**src/rtl/dm_store_ctrl_pkg.sv**
```systemverilog
// Shared encodings for the data-memory store path: store opcodes, FSM states,
// queue entry layout and the lane-steering helpers.
package dm_store_ctrl_pkg;

    localparam logic [1:0] SOP_SB  = 2'd0;
    localparam logic [1:0] SOP_SH  = 2'd1;
    localparam logic [1:0] SOP_SW  = 2'd2;
    localparam logic [1:0] SOP_NOP = 2'd3;

    // Load-side extension opcodes, shared with the load unit.
    localparam logic [2:0] LOP_LB  = 3'd0;
    localparam logic [2:0] LOP_LH  = 3'd1;
    localparam logic [2:0] LOP_LW  = 3'd2;
    localparam logic [2:0] LOP_LBU = 3'd4;
    localparam logic [2:0] LOP_LHU = 3'd5;

    typedef enum logic [0:0] {
        StIdle,
        StWrite
    } state_t;

    typedef struct packed {
        logic [31:0] addr;
        logic [3:0]  be;
        logic [31:0] wdata;
    } store_entry_t;

    localparam int unsigned ENTRY_W = $bits(store_entry_t);

    function automatic logic [3:0] lane_be(input logic [1:0] op, input logic [1:0] a);
        case (op)
            SOP_SB:  return 4'b0001 << a;
            SOP_SH:  return a[1] ? 4'b1100 : 4'b0011;
            SOP_SW:  return 4'b1111;
            default: return 4'b0000;
        endcase
    endfunction

    function automatic logic [31:0] lane_data(input logic [1:0] op, input logic [31:0] d);
        case (op)
            SOP_SB:  return {4{d[7:0]}};
            SOP_SH:  return {2{d[15:0]}};
            default: return d;
        endcase
    endfunction

endpackage

```
**src/rtl/dm_store_ctrl_fifo.sv**
```systemverilog
// store_fifo: circular store queue; pointers wrap naturally since DEPTH is a
// power of two. Payload RAM is not reset, only pointers and count are.
module store_fifo #(
    parameter int unsigned DEPTH = 2,
    parameter int unsigned WIDTH = 68,
    localparam int unsigned AW = $clog2(DEPTH),
    localparam int unsigned CW = AW + 1
) (
    input  logic             clk,
    input  logic             reset,
    input  logic             push,
    input  logic             pop,
    input  logic [WIDTH-1:0] wdata,
    output logic [WIDTH-1:0] rdata,
    output logic             full,
    output logic             empty,
    output logic [CW-1:0]    count
);

    logic [WIDTH-1:0] mem [DEPTH];
    logic [AW-1:0]    wr_ptr_q, rd_ptr_q;
    logic [CW-1:0]    cnt_q;

    always_ff @(posedge clk or negedge reset) begin
        if (!reset) begin
            wr_ptr_q <= '0;
            rd_ptr_q <= '0;
            cnt_q    <= '0;
        end else begin
            if (push) wr_ptr_q <= wr_ptr_q + 1'b1;
            if (pop)  rd_ptr_q <= rd_ptr_q + 1'b1;
            if (push && !pop)      cnt_q <= cnt_q + 1'b1;
            else if (pop && !push) cnt_q <= cnt_q - 1'b1;
        end
    end

    always_ff @(posedge clk) begin
        if (push) mem[wr_ptr_q] <= wdata;
    end

    assign rdata = mem[rd_ptr_q];
    assign full  = (cnt_q == CW'(DEPTH));
    assign empty = (cnt_q == '0);
    assign count = cnt_q;

endmodule

```
**src/rtl/dm_store_ctrl.sv**
```systemverilog
// Store controller: lane-steers and alignment-checks pipeline stores, queues
// them, and drains them to data memory one write per acknowledged cycle.
module dm_store_ctrl
    import dm_store_ctrl_pkg::*;
#(
    parameter int unsigned DEPTH = 2
) (
    input  logic        clk,
    input  logic        reset,
    input  logic        req_valid,
    output logic        req_ready,
    input  logic [31:0] req_addr,
    input  logic [31:0] req_data,
    input  logic [1:0]  req_op,
    output logic        mem_we,
    output logic [31:0] mem_addr,
    output logic [3:0]  mem_be,
    output logic [31:0] mem_wdata,
    input  logic        mem_ack,
    output logic        ades,
    output logic        busy
);

    localparam int unsigned CW = $clog2(DEPTH) + 1;

    logic [CW-1:0] count;
    logic          full, empty;
    logic          misaligned, accept, push, pop;
    store_entry_t  new_entry, head;
    state_t        state;

    always_comb begin
        misaligned = ((req_op == SOP_SH) && req_addr[0]) ||
                     ((req_op == SOP_SW) && (req_addr[1:0] != 2'b00));
        accept     = req_valid && req_ready;
        push       = accept && (req_op != SOP_NOP) && !misaligned;
        new_entry.addr  = {req_addr[31:2], 2'b00};
        new_entry.be    = lane_be(req_op, req_addr[1:0]);
        new_entry.wdata = lane_data(req_op, req_data);
    end

    // Readiness comes from the registered count only, so a same-cycle pop never raises it.
    assign req_ready = !full;
    assign pop       = !empty && ((state == StIdle) || mem_ack);
    assign busy      = (count != '0) || mem_we;

    store_fifo #(
        .DEPTH (DEPTH),
        .WIDTH (ENTRY_W)
    ) u_fifo (
        .clk   (clk),
        .reset (reset),
        .push  (push),
        .pop   (pop),
        .wdata (new_entry),
        .rdata (head),
        .full  (full),
        .empty (empty),
        .count (count)
    );

    always_ff @(posedge clk or negedge reset) begin
        if (!reset) begin
            state     <= StIdle;
            mem_we    <= 1'b0;
            mem_addr  <= '0;
            mem_be    <= '0;
            mem_wdata <= '0;
            ades      <= 1'b0;
        end else begin
            ades <= accept && misaligned;
            case (state)
                StIdle: begin
                    if (!empty) begin
                        state     <= StWrite;
                        mem_we    <= 1'b1;
                        mem_addr  <= head.addr;
                        mem_be    <= head.be;
                        mem_wdata <= head.wdata;
                    end
                end
                StWrite: begin
                    if (mem_ack) begin
                        if (!empty) begin
                            mem_addr  <= head.addr;
                            mem_be    <= head.be;
                            mem_wdata <= head.wdata;
                        end else begin
                            state  <= StIdle;
                            mem_we <= 1'b0;
                            mem_be <= '0;
                        end
                    end
                end
                default: state <= StIdle;
            endcase
        end
    end

endmodule
```
**config.mk**
```make
export PLATFORM = sky130hd
export DESIGN_NAME = dm_store_ctrl
export DESIGN_NICKNAME = d
export VERILOG_FILES = /design/src/rtl/dm_store_ctrl_pkg.sv /design/src/rtl/dm_store_ctrl_fifo.sv /design/src/rtl/dm_store_ctrl.sv
export SDC_FILE = /design/constraint.sdc
export NUM_CORES = 1
export LEC_CHECK = 0
export CORE_AREA = 2 2 148 121
export CTS_CLUSTER_DIAMETER = 120
export CTS_CLUSTER_SIZE = 16
export DETAILED_ROUTE_END_ITERATION = 10
export DIE_AREA = 0 0 150 123
export PLACE_DENSITY = 0.73
export SYNTH_ARGS = -nofsm -noshare
export SYNTH_HDL_FRONTEND = slang
export SYNTH_SLANG_ARGS = --single-unit
```
**constraint.sdc**
```tcl
create_clock -name clk -period 4.2 [get_ports clk]
set_clock_uncertainty 0.15 [all_clocks]
set_input_delay 0.42 -clock clk [delete_from_list [all_inputs] [get_ports clk]]
set_output_delay 0.42 -clock clk [all_outputs]
set_load 0.1 [all_outputs]
```
==> reports/summary.txt <==
largest cells by area after synthesis - edfxtp_1 51%, dfrtp_1 23%, mux2i_1 9.6%
min Tclk post-route - 2.929 ns
RD Place Congestion - 0.7657
dpl ws - 1.040 ns
top cells by count, synth - 132 x edfxtp_1, 77 x nand2_1, 75 x mux2i_1, 73 x dfrtp_1, 69 x o21ai_0
Syn Area/Cell - 15.24 µm²
cell accounting for the most synthesized area - edfxtp_1
Clock Sinks - 205
Rows - 43
# setup viols final - 0
busiest layer in global routing - met2
routed via count - 4,371
Cell Area, Synth - 7805 µm²
Die X - 150 µm
#FFs+latches synth - 205
grt met2 use - 27.25%
Worst Hold Class - reg -> reg
Fill cells - 1,367
total gr overflow - 0
clock buffer depth - 3
# diodes - 0
vias in the first global route - 4,424
CP startpoint kind - flop
count of pins over their slew limit - 0
clock-pin slew on the worst setup and hold paths - 0.06 ns
met3 Use GR - 3.801%
slew at the pin with the worst max-slew slack - 1.172 ns
most frequent cell after synthesis - edfxtp_1
initial DRC count - 203
Die ar. - 18,450 µm²
TritonCTS clock tree - built
synth warn - 0
async set or reset register ratio after synthesis - 35.61%
HPWL Detailed - 9.862 mm
max_cap viols - 0
Top FF cell, synth - edfxtp_1
Post-Route WL - 15.10 mm
drt drc - 0
Gate Count Post-Synth - 512
max frequency - 0.3414 GHz
quantity of I/O buffers inserted on ports - 139
initial antenna violation count - 1
setup slack after layout - 1.271 ns
cts repair resizes - 0
Seq/Total Area, Yosys - 74.19%
DR pass1 iterations - 5
Post-CTS Setup Bufs - 0
Clock Latency Late Sink - 0.47 ns
crit path kind - reg -> out
RSZ-0062 raised after global routing - false
routed len/inst - 17.16 µm
Crit path required time - 3.63 ns
Num CTS Buffers - 16
grt met1 use - 22.96%
Via density - 4.967
initial core utilization - 45.91%
period utilization - 69.74%
EDFF count, synth - 132
endpoint class of the critical path - output port
Max Fanout on Critical Path - 7
Worst slew margin - 21.88%
Final ANT Viol Nets - 0
setup TNS - 0 ns
first-pass GRT wire length - 23.37 mm
CTS Root Cell - clkbuf_16
Cell variety after synth - 28
Hold Fails Final Rpt - 0
core area - 17,000 µm²
share of layout cells above drive strength 1 - 7.176%
Yosys top cell area share - 50.79%
Area growth syn-to-layout - 25.97%
Final nets - 716
H-tree Lvls - 1
# IOs - 142
largest net degree at the start of global routing - 74
outcome - completed
Die Height - 123 µm
crit path DAT - 2.36 ns
GRT Total Usage - 16.55%
hold_buf cts - 1
==> final timing paths <==
kind                            startpoint                 to  slack (ns)  cells after the start
min in group asynchronous            reset       mem_addr[25]        0.53                      2
setup reg to reg           u_fifo.count[0]  u_fifo.mem[1][57]        1.71                      4
hold / removal                mem_addr[23]       mem_addr[23]        0.33                      2
setup / recovery           u_fifo.count[0]               busy        1.27                      2
max in group asynchronous            reset    u_fifo.rd_ptr_q        2.66                      2
hold reg to reg               mem_addr[23]       mem_addr[23]        0.33                      2
==> cell type report <==
class | instances | area [µm²] | share of cell area [%]
repair buffers | 145 | 1449 | 14.74
well taps | 225 | 281.5 | 2.863
clock buffers | 27 | 462.9 | 4.709
clock inverters | 1 | 5.005 | 0.05090
flip-flops and latches | 205 | 5794 | 58.93
multi-input cells | 276 | 1836 | 18.67
inverters | 1 | 3.754 | 0.03818
==> kinds of logic after synthesis <==
family	synth area share [%]
flip-flops	74.19
multiplexers	11.93
AND/OR/NAND/NOR	4.681
AO/OA/AOI/OAI	5.867
buffers and inverters	2.565
XOR/XNOR	0.5612
adder cells (fa/ha/maj)	0.1603
other	0.04805
==> stage by stage <==
stage | cells | util [%] | area [µm²] | hold slack [ns]
final | 880 | 57.83 | 9832 | 0.3282
after detailed placement | 851 | 55.02 | 9354 | 0.3191
after floorplan | 513 | - | 7811 | -0.02559
after CTS | 880 | 57.83 | 9832 | 0.3353
after global routing | 880 | 57.83 | 9832 | 0.3659
after global placement | 851 | 55.02 | 9354 | 0.3124
==> sequential cells by signal, summed over array words and instances, names as in the netlist <==
name / cells
mem_we: 1
mem_be: 4
state: 1
ades: 1
u_fifo.wr_ptr_q: 1
mem_addr: 30
u_fifo.count: 2
u_fifo.rd_ptr_q: 1
mem_wdata: 32
u_fifo.mem: 132
==> per-layer routing <==
layer / vias up / part of all wire (%)
li1: 2106 / -
met1: 2108 / 45
met2: 137 / 46
met3: 18 / 6.9
met4: 2 / 1.5
met5: - / 0.073
==> worst max-delay path: stages, from the launching register on <==
cell	delay (ns)
dfrtp_1	0.48
or3_1	0.44
clkdlybuf4s50_1	0.99
==> layout by cell type, fill, tap and decap left out, drive strengths merged <==
cell             n
nor2b            2
xor2             3
o31ai            1
dfrtp           73
mux2            16
edfxtp         132
buf              6
a21boi           1
dlygate4sd3      1
or3              1
clkinv           1
nand2           77
conb             2
ha               1
a211oi           1
a21oi            5
mux2i           75
clkbuf          27
inv              1
clkdlybuf4s50  138
nand2b           3
nand3b           1
o21ai           78
nor2             6
xnor2            2
and2             1
Power is left out: the tool's default activity adds up to more than one toggle a clock period on the data nets, which glitch-free logic cannot reach.
